`config.mk`:
```
export PLATFORM = sky130hd
export DESIGN_NAME = mem_stage
export DESIGN_NICKNAME = d
export VERILOG_FILES = /design/src/rtl/mem_stage.sv
export SDC_FILE = /design/constraint.sdc
export NUM_CORES = 1
export LEC_CHECK = 0
export BUFFER_PORTS_ARGS = -buffer_cell sky130_fd_sc_hd__buf_2
export CELL_PAD_IN_SITES_DETAIL_PLACEMENT = 1
export CELL_PAD_IN_SITES_GLOBAL_PLACEMENT = 1
export CORE_AREA = 2 2 139 141
export CTS_CLUSTER_DIAMETER = 100
export DETAILED_ROUTE_END_ITERATION = 10
export DIE_AREA = 0 0 141 143
export GPL_ROUTABILITY_DRIVEN = 1
export GPL_TIMING_DRIVEN = 1
export HOLD_SLACK_MARGIN = 0.02
export PLACE_DENSITY = 0.82
export SYNTH_ARGS = -nofsm -noshare
export SYNTH_HDL_FRONTEND = slang
export SYNTH_SLANG_ARGS = --single-unit
```
`constraint.sdc`:
```
create_clock -name clk -period 2.7 [get_ports clk]
set_input_delay 0.135 -clock clk [delete_from_list [all_inputs] [get_ports clk]]
set_output_delay 0.135 -clock clk [all_outputs]
set_load 0.01 [all_outputs]
```
`src/rtl/mem_stage.sv`:
```
// MEM pipeline stage: the MEM pipeline register, plus a bus master that performs
// one aligned word load or store per instruction and busies the pipeline meanwhile.
//   state     | meaning
//   ST_IDLE   | no transaction; starts one for an aligned, clean access
//   ST_REQ    | bus requested, waiting for grant
//   ST_ACCESS | address strobed, waiting for ready
//   ST_STALL  | access done, pipeline still stalled; load data held in rd_buf
module mem_stage (
  input  logic        clk,
  input  logic        reset,
  input  logic        stall,
  input  logic        flush,
  input  logic [29:0] ex_pc,
  input  logic        ex_en,
  input  logic        ex_br_flag,
  input  logic [1:0]  ex_ctrl_op,
  input  logic [4:0]  ex_dst_addr,
  input  logic        ex_gpr_we_,
  input  logic [2:0]  ex_exp_code,
  input  logic [1:0]  ex_mem_op,
  input  logic [31:0] ex_mem_wr_data,
  input  logic [31:0] ex_out,
  output logic        bus_req_,
  input  logic        bus_grnt_,
  output logic        bus_as_,
  output logic        bus_rw,
  output logic [29:0] bus_addr,
  output logic [31:0] bus_wr_data,
  input  logic [31:0] bus_rd_data,
  input  logic        bus_rdy_,
  output logic        busy,
  output logic [29:0] mem_pc,
  output logic        mem_en,
  output logic        mem_br_flag,
  output logic [1:0]  mem_ctrl_op,
  output logic [4:0]  mem_dst_addr,
  output logic        mem_gpr_we_,
  output logic [2:0]  mem_exp_code,
  output logic [31:0] mem_out
);

  localparam logic [1:0] MEM_OP_LDW     = 2'd1;
  localparam logic [1:0] MEM_OP_STW     = 2'd2;
  localparam logic [2:0] EXP_MISS_ALIGN = 3'd4;

  typedef enum logic [1:0] {ST_IDLE, ST_REQ, ST_ACCESS, ST_STALL} state_t;

  state_t      state_q, state_d;
  logic [31:0] rd_buf_q, rd_buf_d;
  logic        bus_req_q, bus_req_d;
  logic        bus_as_q, bus_as_d;
  logic        bus_rw_q, bus_rw_d;
  logic [29:0] bus_addr_q, bus_addr_d;
  logic [31:0] bus_wr_data_q, bus_wr_data_d;

  logic [29:0] mem_pc_q, mem_pc_d;
  logic        mem_en_q, mem_en_d;
  logic        mem_br_flag_q, mem_br_flag_d;
  logic [1:0]  mem_ctrl_op_q, mem_ctrl_op_d;
  logic [4:0]  mem_dst_addr_q, mem_dst_addr_d;
  logic        mem_gpr_we_q, mem_gpr_we_d;
  logic [2:0]  mem_exp_code_q, mem_exp_code_d;
  logic [31:0] mem_out_q, mem_out_d;

  logic        access, miss_align, start;
  logic        busy_c;
  logic [31:0] rd_data;

  assign access     = ex_en && ((ex_mem_op == MEM_OP_LDW) || (ex_mem_op == MEM_OP_STW));
  assign miss_align = access && (ex_out[1:0] != 2'b00);
  // Instructions already carrying an exception never reach the bus.
  assign start      = access && !miss_align && !flush && (ex_exp_code == 3'd0);

  always_comb begin
    state_d       = state_q;
    rd_buf_d      = rd_buf_q;
    bus_req_d     = bus_req_q;
    bus_as_d      = bus_as_q;
    bus_rw_d      = bus_rw_q;
    bus_addr_d    = bus_addr_q;
    bus_wr_data_d = bus_wr_data_q;
    busy_c        = 1'b0;
    rd_data       = 32'd0;
    case (state_q)
      ST_IDLE: begin
        if (start) begin
          busy_c    = 1'b1;
          bus_req_d = 1'b0;
          state_d   = ST_REQ;
        end
      end
      ST_REQ: begin
        busy_c = 1'b1;
        if (!bus_grnt_) begin
          bus_as_d      = 1'b0;
          bus_addr_d    = ex_out[31:2];
          bus_rw_d      = (ex_mem_op == MEM_OP_LDW);
          bus_wr_data_d = ex_mem_wr_data;
          state_d       = ST_ACCESS;
        end
      end
      ST_ACCESS: begin
        bus_as_d = 1'b1;
        if (!bus_rdy_) begin
          rd_data       = bus_rd_data;
          rd_buf_d      = bus_rd_data;
          bus_req_d     = 1'b1;
          bus_rw_d      = 1'b1;
          bus_addr_d    = 30'd0;
          bus_wr_data_d = 32'd0;
          state_d       = stall ? ST_STALL : ST_IDLE;
        end else begin
          busy_c = 1'b1;
        end
      end
      ST_STALL: begin
        rd_data = rd_buf_q;
        if (!stall) state_d = ST_IDLE;
      end
      default: state_d = ST_IDLE;
    endcase
  end

  always_comb begin
    mem_pc_d       = mem_pc_q;
    mem_en_d       = mem_en_q;
    mem_br_flag_d  = mem_br_flag_q;
    mem_ctrl_op_d  = mem_ctrl_op_q;
    mem_dst_addr_d = mem_dst_addr_q;
    mem_gpr_we_d   = mem_gpr_we_q;
    mem_exp_code_d = mem_exp_code_q;
    mem_out_d      = mem_out_q;
    if (!stall) begin
      if (flush) begin
        mem_pc_d       = 30'd0;
        mem_en_d       = 1'b0;
        mem_br_flag_d  = 1'b0;
        mem_ctrl_op_d  = 2'd0;
        mem_dst_addr_d = 5'd0;
        mem_gpr_we_d   = 1'b1;
        mem_exp_code_d = 3'd0;
        mem_out_d      = 32'd0;
      end else if (miss_align) begin
        mem_pc_d       = ex_pc;
        mem_en_d       = ex_en;
        mem_br_flag_d  = ex_br_flag;
        mem_ctrl_op_d  = 2'd0;
        mem_dst_addr_d = 5'd0;
        mem_gpr_we_d   = 1'b1;
        mem_exp_code_d = EXP_MISS_ALIGN;
        mem_out_d      = 32'd0;
      end else begin
        mem_pc_d       = ex_pc;
        mem_en_d       = ex_en;
        mem_br_flag_d  = ex_br_flag;
        mem_ctrl_op_d  = ex_ctrl_op;
        mem_dst_addr_d = ex_dst_addr;
        mem_gpr_we_d   = ex_gpr_we_;
        mem_exp_code_d = ex_exp_code;
        mem_out_d      = (ex_mem_op == MEM_OP_LDW) ? rd_data : ex_out;
      end
    end
  end

  always_ff @(posedge clk) begin
    if (!reset) begin
      state_q        <= ST_IDLE;
      rd_buf_q       <= 32'd0;
      bus_req_q      <= 1'b1;
      bus_as_q       <= 1'b1;
      bus_rw_q       <= 1'b1;
      bus_addr_q     <= 30'd0;
      bus_wr_data_q  <= 32'd0;
      mem_pc_q       <= 30'd0;
      mem_en_q       <= 1'b0;
      mem_br_flag_q  <= 1'b0;
      mem_ctrl_op_q  <= 2'd0;
      mem_dst_addr_q <= 5'd0;
      mem_gpr_we_q   <= 1'b1;
      mem_exp_code_q <= 3'd0;
      mem_out_q      <= 32'd0;
    end else begin
      state_q        <= state_d;
      rd_buf_q       <= rd_buf_d;
      bus_req_q      <= bus_req_d;
      bus_as_q       <= bus_as_d;
      bus_rw_q       <= bus_rw_d;
      bus_addr_q     <= bus_addr_d;
      bus_wr_data_q  <= bus_wr_data_d;
      mem_pc_q       <= mem_pc_d;
      mem_en_q       <= mem_en_d;
      mem_br_flag_q  <= mem_br_flag_d;
      mem_ctrl_op_q  <= mem_ctrl_op_d;
      mem_dst_addr_q <= mem_dst_addr_d;
      mem_gpr_we_q   <= mem_gpr_we_d;
      mem_exp_code_q <= mem_exp_code_d;
      mem_out_q      <= mem_out_d;
    end
  end

  assign busy         = busy_c;
  assign bus_req_     = bus_req_q;
  assign bus_as_      = bus_as_q;
  assign bus_rw       = bus_rw_q;
  assign bus_addr     = bus_addr_q;
  assign bus_wr_data  = bus_wr_data_q;
  assign mem_pc       = mem_pc_q;
  assign mem_en       = mem_en_q;
  assign mem_br_flag  = mem_br_flag_q;
  assign mem_ctrl_op  = mem_ctrl_op_q;
  assign mem_dst_addr = mem_dst_addr_q;
  assign mem_gpr_we_  = mem_gpr_we_q;
  assign mem_exp_code = mem_exp_code_q;
  assign mem_out      = mem_out_q;

endmodule

```
==> PnR_summary.wiki, run 1 <==
{| class="wikitable"
! Metric !! Value
|-
| Die outline height || 143 um
|-
| Critical path, cell by cell || buf_4 -> or3b_2 -> nand2_1 -> a21oi_1
|-
| Portion of the post-synthesis area used by sequential elements || between 50% and 60%
|-
| Final-layout setup total negative slack || 0 ns
|-
| Number of buffers added by the clock tree synthesis step || 17
|-
| Global router's overall resource usage || approximately 29%
|-
| Die outline area || 20160 um2
|-
| Async set-reset flop share out of synthesis || 0%
|-
| Outcome || complete, no violations
|-
| Critical path capture point type || flop
|-
| Number of detailed-routing iterations run before antenna repair || 5
|-
| Worst path slowest cell || sky130_fd_sc_hd__or3b_2
|-
| Worst Path Buf+Inv || 1
|-
| Number of antenna violations at the first check in global routing || 4
|-
| Multiplexer fraction of the synthesized cell area || 0%
|-
| Placed cell count || 1196
|-
| Maximum operating frequency || 483.7 MHz
|-
| Number of standard-cell rows in the floorplan || 50
|-
| Seq. cell area || 3485 um2
|-
| First-pass GRT wire length || 45.04 mm
|-
| Critical Path Max Stage Delay || 0.67 ns
|-
| Area of the multi-input gates || 3122 um2
|-
| Setup Skew || 0.01080 ns
|-
| H-tree depth || 4
|-
| Mean post-synth cell area || between 9 and 10 um2
|-
| Min-Delay Path Class || in -> reg
|-
| Clock-pin slew of the registers on the worst-case setup and hold paths || about 0.070 ns
|-
| Remaining number of nets flagged by the antenna check after routing || 0
|-
| Number of distinct library cells after synthesis || 39
|-
| Number of warnings reported in the yosys synthesis log || 0
|-
| Slew @ Worst Pin || 1.075 ns
|-
| Total of buffers placed on input and output ports || 287
|-
| Maximum vdd drop || approximately 0.4 mV
|-
| Final non-filler cell total || 1365
|-
| # fillers || ~2100
|-
| Endpoints failing hold || 0
|-
| Max-cap violations || 0
|-
| Clock tree from TritonCTS || yes
|-
| P per Cell Area || 548.8 nW/um2
|-
| Synthesis-stage register bit count || around 170
|-
| Number of flops mapped to enable cells by yosys || 0
|-
| Pin count of the biggest net entering global routing || 81
|-
| Compound-cell area share of the yosys netlist || 27.65%
|-
| Routed length per instance || 21.36 um
|-
| Fraction of layout instances using a drive strength above 1 || 35.46%
|-
| Area of the core region || 18580 um2
|-
| Via density per instance || 5.383
|-
| Total nets after synthesis || around 880
|-
| Critical path data arrival time || between 2 and 2.5 ns
|-
| Post-CTS Hold Buffers || 134
|-
| Number of clock sinks || 174
|-
| Vias in the first global route || 8011
|-
| Critical path launch point type || flop
|-
| Clock period minus worst slack || 2.068 ns
|-
| Number of vias in the routed layout || around 7300
|-
| Setup bufs post-CTS || 0
|-
| Largest buffer count on any clock path || 2
|-
| Total gr overflow || 0
|-
| Critical path required time || about 3.0 ns
|-
| Total number of nets in the final design || 1263
|-
| Placed cell area || 8461 um2
|-
| Gate count of the mapped netlist || 730
|-
| Kind of cell with the highest combined delay on the critical path || simple AND/OR/NAND/NOR gates
|-
| Initial detailed-routing violation count || 400
|-
| DRC || 0
|-
| Final Max Slew Viols || 0
|-
| Clk Latency, worst-skew pair || roughly 0.42 ns
|-
| Detailed-placement wirelength estimate || 16.23 mm
|-
| Layout-stage area growth over the synthesis result || 49.82%
|-
| Summed area of non-filler cells in the final layout || 10380 um2
|-
| Top-level I/O count || 288
|-
| Die boundary width || between 100 and 150 um
|-
| XOR/XNOR share of the synthesized area || 0%
|-
| Largest driver fanout on the critical path || 32
|-
| Setup repair after global routing missed its margin || false
|-
| Cell area after synthesis || a little under 7000 um2
|-
| Adder and majority cell fraction of the synthesized area || 0.1806%
|-
| Post-synthesis share of cell area spent on and, or, nand and nor gates || between 10% and 20%
|-
| Max_slew headroom || between 20% and 30%
|-
| Total leakage power || 4.815 nW
|-
| Fin crit share || 76.58%
|-
| Initial core utilization || between 30% and 40%
|-
| Final setup violating endpoints || 0
|-
| Dominant register cell in the synthesized netlist || sky130_fd_sc_hd__dfxtp_1
|-
| Total wire length after detailed routing || 29.16 mm
|-
| Crit Path Category || reg -> reg
|-
| Root Buffer || sky130_fd_sc_hd__clkbuf_16
|-
| # resized after CTS || 0
|-
| Largest family of logic cells by synthesized area || compound AO/OA/AOI/OAI gates
|-
| Final estimated routing congestion in global placement || approximately 0.78
|}
## registers in the layout, indices dropped and copies added (netlist names), 2 cells and up
signal	flops
bus_wr_data	32
mem_out	32
rd_buf_q	32
bus_addr	30
mem_pc	30
mem_dst_addr	5
mem_exp_code	3
mem_ctrl_op	2
state_q	2
## where the power goes
part	internal [W]	switching (W)	leakage (nW)	total [W]
logic	0.000330	0.000310	3.13	0.000640
registers	0.00261	0.0000231	1.41	0.00263
clock network	0.00132	0.00111	0.276	0.00243
total	0.00425	0.00144	4.82	0.00570
## cells in the mapped netlist (2+ instances only)
master | number | area share (%)
sky130_fd_sc_hd__o41ai_1 | 2 | 0.25
sky130_fd_sc_hd__nand2_1 | 106 | 5.7
sky130_fd_sc_hd__buf_1 | 4 | 0.22
sky130_fd_sc_hd__clkbuf_2 | 2 | 0.14
sky130_fd_sc_hd__buf_2 | 15 | 1.1
sky130_fd_sc_hd__o221a_1 | 4 | 0.65
sky130_fd_sc_hd__inv_1 | 3 | 0.16
sky130_fd_sc_hd__buf_4 | 2 | 0.22
sky130_fd_sc_hd__and2_1 | 32 | 2.9
sky130_fd_sc_hd__buf_6 | 7 | 1.1
sky130_fd_sc_hd__a22oi_1 | 31 | 3.4
sky130_fd_sc_hd__dfxtp_1 | 174 | 50
sky130_fd_sc_hd__o21ai_0 | 5 | 0.36
sky130_fd_sc_hd__o221a_2 | 28 | 4.6
sky130_fd_sc_hd__nand3_1 | 3 | 0.22
sky130_fd_sc_hd__nor3b_1 | 2 | 0.22
sky130_fd_sc_hd__a21oi_1 | 80 | 5.8
sky130_fd_sc_hd__nor2b_1 | 4 | 0.36
sky130_fd_sc_hd__a21o_1 | 32 | 3.5
sky130_fd_sc_hd__nand2b_1 | 3 | 0.27
sky130_fd_sc_hd__or3b_2 | 33 | 4.2
sky130_fd_sc_hd__nor2_1 | 35 | 1.9
sky130_fd_sc_hd__clkbuf_1 | 38 | 2.1
sky130_fd_sc_hd__a22o_1 | 62 | 7.8
sky130_fd_sc_hd__o211ai_1 | 9 | 0.98
## worst paths after layout
path,startpoint,endpoint,slack (ns),cells past startpoint
max,state_q[0],rd_buf_q[14],0.63,4
min reg2reg,rd_buf_q[3],rd_buf_q[3],0.45,2
max reg2reg,state_q[0],rd_buf_q[14],0.63,4
min,ex_exp_code[2],mem_exp_code[2],0.04,3
## per-layer routing
metal / wire length, um / track usage, % / part of all wire (%) / vias up
met5: 11 / 0 / 0.038 / -
met4: 854 / 11.53 / 2.9 / 2
met3: 2267 / 9.054 / 7.8 / 55
met2: 15000 / 52.79 / 51 / 318
met1: 11020 / 30.29 / 38 / 3570
li1: - / - / - / 3403
## worst register-to-register path, stage by stage, from the launching register on
cell	delay [ns]
sky130_fd_sc_hd__dfxtp_2	0.58
sky130_fd_sc_hd__buf_4	0.37
sky130_fd_sc_hd__or3b_2	0.67
sky130_fd_sc_hd__nand2_1	0.18
sky130_fd_sc_hd__a21oi_1	0.19
## per-stage QoR
step / worst slack [ns] / hold WS (ns) / power (W) / utilization, %
final: 0.6324 / 0.03677 / 0.005697 / 55.87
after global routing: 0.4595 / 0.03559 / 0.005895 / 55.87
after floorplan: 1.248 / 0.2371 / 0.002916 / -
after CTS: 0.6446 / 0.02515 / 0.005693 / 55.83
after global placement: 0.7851 / 0.3513 / 0.003127 / 45.54
after detailed placement: 0.6669 / 0.3580 / 0.003139 / 45.54
## cell type report
type	instances	area share [%]
diodes	3	0.07232
clock inverters	13	1.241
repair buffers	434	27.82
multi-input cells	484	30.07
inverters	4	0.1446
clock buffers	19	4.267
well taps	234	2.820
flip-flops and latches	174	33.57
## cell families after synthesis
logic type	Yosys count
AO/OA/AOI/OAI	256
flip-flops	174
adder cells (fa/ha/maj)	1
buffers and inverters	72
AND/OR/NAND/NOR	227
## cells in the final DEF (no fill, tap or decap), types with 2 or more instances in the layout
cell type,Yosys,final
sky130_fd_sc_hd__o41ai_1,2,2
sky130_fd_sc_hd__clkinvlp_4,0,2
sky130_fd_sc_hd__nor2b_1,4,4
sky130_fd_sc_hd__nand2_1,106,106
sky130_fd_sc_hd__or3b_2,33,33
sky130_fd_sc_hd__o221a_1,4,4
sky130_fd_sc_hd__nand3_1,3,3
sky130_fd_sc_hd__diode_2,0,3
sky130_fd_sc_hd__inv_1,3,3
sky130_fd_sc_hd__o221a_2,28,28
sky130_fd_sc_hd__a22oi_1,31,31
sky130_fd_sc_hd__and2_1,32,32
sky130_fd_sc_hd__o21ai_0,5,5
sky130_fd_sc_hd__a22o_1,62,62
sky130_fd_sc_hd__buf_2,15,287
sky130_fd_sc_hd__nor2_1,35,34
sky130_fd_sc_hd__nor3b_1,2,2
sky130_fd_sc_hd__a21oi_1,80,80
sky130_fd_sc_hd__dfxtp_1,174,173
sky130_fd_sc_hd__buf_4,2,12
sky130_fd_sc_hd__nand2b_1,3,3
sky130_fd_sc_hd__a21o_1,32,32
sky130_fd_sc_hd__dlygate4sd3_1,0,134
sky130_fd_sc_hd__inv_6,0,6
sky130_fd_sc_hd__o211ai_1,9,9
sky130_fd_sc_hd__clkbuf_16,0,17
sky130_fd_sc_hd__clkinv_4,0,3
(Power assumes the default switching activity.)
==> run 2: changes to the inputs <==
- ABC_AREA: default -> 1
- CORE_AREA: 2 2 139 141 -> 2 2 154 156
- DIE_AREA: 0 0 141 143 -> 0 0 156 158
- PLACE_DENSITY: 0.82 -> 0.74
- clock period: 2.7 -> 1.7 ns (I/O delays scaled with it)
==> run 2 against run 1 <==
Compared with the run above:
- sequential cell count unchanged
- via count increased by 7.1%
- clock-buffer cell count decreased by 2
- utilization decreased by 10 points
- maximum frequency increased by 29%
- synthesized cell count increased by 29%
- critical endpoint is now bus_wr_data[15]
- largest cell class unchanged
==> PnR_summary.wiki, run 2 <==
{| class="wikitable"
! Metric !! Value
|-
| Outcome || complete, no violations (unchanged)
|-
| HP Start || bus_rd_data[12] (was ex_exp_code[2])
|-
| Count of cells along the worst register-to-register path || 7 (was 4)
|-
| Clock-pin slew of the registers on the worst-case setup and hold paths || 0.08 ns (was 0.07 ns)
|-
| Highest metal used || met4 (was met5)
|-
| Fraction of post-synthesis cell area in the top cell type by area || 51.01% (was 50.27%)
|-
| Final estimated routing congestion in global placement || 0.8142 (was 0.7767)
|-
| Setup bufs post-CTS || 0 (unchanged)
|-
| Via density per instance || 4.771 (was 5.383)
|-
| Most used standard cells in the synthesized netlist || sky130_fd_sc_hd__nand2_1 (340), sky130_fd_sc_hd__dfxtp_1 (174), sky130_fd_sc_hd__a21oi_1 (139) (was sky130_fd_sc_hd__dfxtp_1 (174), sky130_fd_sc_hd__nand2_1 (106), sky130_fd_sc_hd__a21oi_1 (80))
|-
| Number of standard-cell rows in the floorplan || 56 (was 50)
|-
| RR Startpoint || state_q[0] (unchanged)
|-
| DRC || 0 (unchanged)
|-
| Number of clock sinks || 174 (unchanged)
|-
| Number of detailed-routing iterations run before antenna repair || 4 (was 5)
|-
| Met3 wire len || 1.713 mm (was 2.267 mm)
|-
| Total of buffers placed on input and output ports || 287 (unchanged)
|-
| Total wire length after detailed routing || 29.13 mm (was 29.16 mm)
|-
| Placement Setup Slack || 0.1507 ns (was 0.6669 ns)
|-
| Critical path launch point type || flop (unchanged)
|-
| Crit Path Category || reg -> reg (unchanged)
|-
| Critical path capture point type || flop (unchanged)
|-
| Dominant register cell in the synthesized netlist || sky130_fd_sc_hd__dfxtp_1 (unchanged)
|-
| Cell taking the most area after synthesis || sky130_fd_sc_hd__dfxtp_1 (unchanged)
|-
| Hold endpoint || rd_buf_q[12] (was mem_exp_code[2])
|-
| Commonest non-fill, non-tap cell in the layout || sky130_fd_sc_hd__nand2_1 (was sky130_fd_sc_hd__buf_2)
|-
| Fin crit share || 94.31% (was 76.58%)
|-
| Met2 Routed Length || 14.95 mm (was 15.00 mm)
|-
| Clock tree from TritonCTS || yes (unchanged)
|-
| Maximum vdd drop || 0.6110 mV (was 0.4004 mV)
|-
| Synth top area cells || sky130_fd_sc_hd__dfxtp_1 (51%), sky130_fd_sc_hd__nand2_1 (19%), sky130_fd_sc_hd__a21oi_1 (10%) (was sky130_fd_sc_hd__dfxtp_1 (50%), sky130_fd_sc_hd__a22o_1 (7.8%), sky130_fd_sc_hd__a21oi_1 (5.8%))
|-
| Die outline area || 24650 um2 (was 20160 um2)
|-
| Remaining number of nets flagged by the antenna check after routing || 0 (unchanged)
|-
| Final-layout setup total negative slack || 0 ns (unchanged)
|-
| Setup repair after global routing missed its margin || false (unchanged)
|-
| Register-to-Register Setup Slack || 0.1 ns (was 0.63 ns)
|-
| Critical path required time || 2.05 ns (was 3.04 ns)
|-
| Total nets after synthesis || 1091 (was 878)
|-
| Wire length on met1 || 11.57 mm (was 11.02 mm)
|-
| Worst Path Buf+Inv || 3 (was 1)
|-
| Setup Skew || 0.009179 ns (was 0.01080 ns)
|-
| H-tree depth || 4 (unchanged)
|-
| Layout-stage area growth over the synthesis result || 53.90% (was 49.82%)
|-
| Critical Path Max Stage Delay || 0.47 ns (was 0.67 ns)
|-
| Die boundary width || 156 um (was 141 um)
|-
| Max-cap violations || 0 (unchanged)
|-
| Top-level I/O count || 288 (unchanged)
|-
| Number of distinct library cells after synthesis || 24 (was 39)
|-
| Gate count of the mapped netlist || 943 (was 730)
|-
| Pin count of the biggest net entering global routing || 70 (was 81)
|-
| Most frequent cells in the layout || sky130_fd_sc_hd__nand2_1 (339), sky130_fd_sc_hd__buf_2 (287), sky130_fd_sc_hd__dfxtp_1 (174) (was sky130_fd_sc_hd__buf_2 (287), sky130_fd_sc_hd__dfxtp_1 (173), sky130_fd_sc_hd__dlygate4sd3_1 (134))
|-
| Initial detailed-routing violation count || 464 (was 400)
|-
| Count leader, synth || sky130_fd_sc_hd__nand2_1 (was sky130_fd_sc_hd__dfxtp_1)
|-
| Number of vias in the routed layout || 7872 (was 7348)
|-
| Endpoints failing hold || 0 (unchanged)
|-
| Largest buffer count on any clock path || 2 (unchanged)
|-
| Total leakage power || 4.671 nW (was 4.815 nW)
|-
| Final setup violating endpoints || 0 (unchanged)
|-
| Clock period minus worst slack || 1.603 ns (was 2.068 ns)
|-
| Max_slew headroom || 60.74% (was 28.18%)
|-
| Maximum operating frequency || 623.7 MHz (was 483.7 MHz)
|-
| Worst path slowest cell || sky130_fd_sc_hd__dfxtp_1 (was sky130_fd_sc_hd__or3b_2)
|-
| Min-Delay Path Class || in -> reg (unchanged)
|-
| Final Max Slew Viols || 0 (unchanged)
|-
| Critical path, cell by cell || inv_2 -> nor2_2 -> nand2_1 -> inv_2 -> buf_12 -> nand2_1 -> a21oi_1 (was buf_4 -> or3b_2 -> nand2_1 -> a21oi_1)
|-
| Post-route setup slack || 0.09676 ns (was 0.6324 ns)
|-
| Initial core utilization || 29.62% (was 37.29%)
|-
| Detailed-placement wirelength estimate || 18.72 mm (was 16.23 mm)
|-
| Number of buffers added by the clock tree synthesis step || 17 (unchanged)
|-
| Die outline height || 158 um (was 143 um)
|-
| Async set-reset flop share out of synthesis || 0% (unchanged)
|-
| Global router's overall resource usage || 23.26% (was 28.61%)
|-
| Total number of nets in the final design || 1490 (was 1263)
|-
| P per Cell Area || 1024 nW/um2 (was 548.8 nW/um2)
|-
| # fillers || 2913 (was 2124)
|-
| Cell area after synthesis || 6829 um2 (was 6929 um2)
|-
| Number of flops mapped to enable cells by yosys || 0 (unchanged)
|-
| Routed length per instance || 17.66 um (was 21.36 um)
|-
| Slew @ Worst Pin || 0.5890 ns (was 1.075 ns)
|-
| Critical path data arrival time || 1.95 ns (was 2.41 ns)
|-
| Root Buffer || sky130_fd_sc_hd__clkbuf_16 (unchanged)
|-
| Number of warnings reported in the yosys synthesis log || 0 (unchanged)
|-
| Largest driver fanout on the critical path || 26 (was 32)
|-
| Total gr overflow || 0 (unchanged)
|-
| Number of antenna violations at the first check in global routing || 2 (was 4)
|-
| Area of the core region || 23050 um2 (was 18580 um2)
|-
| Mean post-synth cell area || 7.242 um2 (was 9.492 um2)
|-
| Kind of cell with the highest combined delay on the critical path || buffers and inverters (was simple AND/OR/NAND/NOR gates)
|-
| Hold path cells || 5 (was 3)
|-
| Portion of the post-synthesis area used by sequential elements || 51.01% (was 50.27%)
|-
| Synthesis-stage register bit count || 174 (unchanged)
|-
| Clk Latency, worst-skew pair || 0.43 ns (was 0.42 ns)
|-
| First-pass GRT wire length || 44.81 mm (was 45.04 mm)
|-
| Fraction of layout instances using a drive strength above 1 || 26.42% (was 35.46%)
|-
| Vias in the first global route || 8320 (was 8011)
|-
| Critical R2R Capture || bus_wr_data[15] (was rd_buf_q[14])
|}
[run 2: cell families after synthesis]
group / after synthesis / share of synthesized area, %
DFF: 174 / 51.01
buffers and inverters: 111 / 6.779
and+or+nand+nor: 434 / 25.05
adders and majority gates: 1 / 0.1832
AOI/OAI and AO/OA: 223 / 16.98
[run 2: tightest hold or removal path, stage by stage]
cell	delay, ns
sky130_fd_sc_hd__buf_2	0.10
sky130_fd_sc_hd__nand2_1	0.05
sky130_fd_sc_hd__nor2_1	0.05
sky130_fd_sc_hd__nand2_1	0.04
sky130_fd_sc_hd__o21ai_0	0.07
[run 2: how the worst max path moves through the flow]
stage	slack (ns)	endpoint	depth (start not counted)	start
after floorplan	0.39	mem_out[11]	9	ex_mem_op[1]
after global placement	0.18	bus_addr[1]	6	state_q[0]
after detailed placement	0.15	bus_addr[9]	6	state_q[0]
after CTS	0.04	bus_addr[9]	6	state_q[0]
after global routing	0.02	bus_wr_data[29]	7	state_q[0]
final	0.1	bus_wr_data[15]	7	state_q[0]
[run 2: layout make-up]
type	count	area, um2	area share [%]
clock inverter	15	148.9	1.417
timing repair buffer	439	2987	28.42
clock buffer	17	425.4	4.048
inverter	52	200.2	1.905
antenna	5	12.51	0.1190
tap	290	362.8	3.452
sequential	174	3483	33.14
multi-input combinational	658	2890	27.50
[run 2: metal layers]
metal	vias to the layer above	GRT usage [%]
li1	3805	-
met1	3748	25.77
met2	261	42.39
met3	58	6.050
met4	0	9.480
met5	-	0
[run 2: metrics by stage]
stage               hold slack, ns  instances  utilization (%)  area (um2)  total power (W)
floorplan                   0.2147        943                -        6829         0.005778
global route               0.05864       1648            45.57       10510          0.01132
finish                     0.02675       1650            45.59       10510          0.01077
global placement            0.3341       1486            37.49        8643         0.006644
detailed placement          0.3411       1486            37.49        8643         0.006695
CTS                        0.02273       1645            45.50       10490          0.01081
[run 2: report_power, final]
group | internal (W) | leakage (nW) | total [W] | switching [W]
Sequential | 0.00441 | 1.41 | 0.00460 | 0.000191
Clock | 0.00196 | 0.277 | 0.00387 | 0.00192
Combinational | 0.000927 | 2.98 | 0.00229 | 0.00136
[run 2: what timing repair did]
| item | CTS | global route |
|---|---|---|
| setup endpoints to repair | 0 | 14 |
| resized for setup | 0 | 3 |
| hold endpoints to repair | 128 | 0 |
| hold buffers | 127 | 0 |
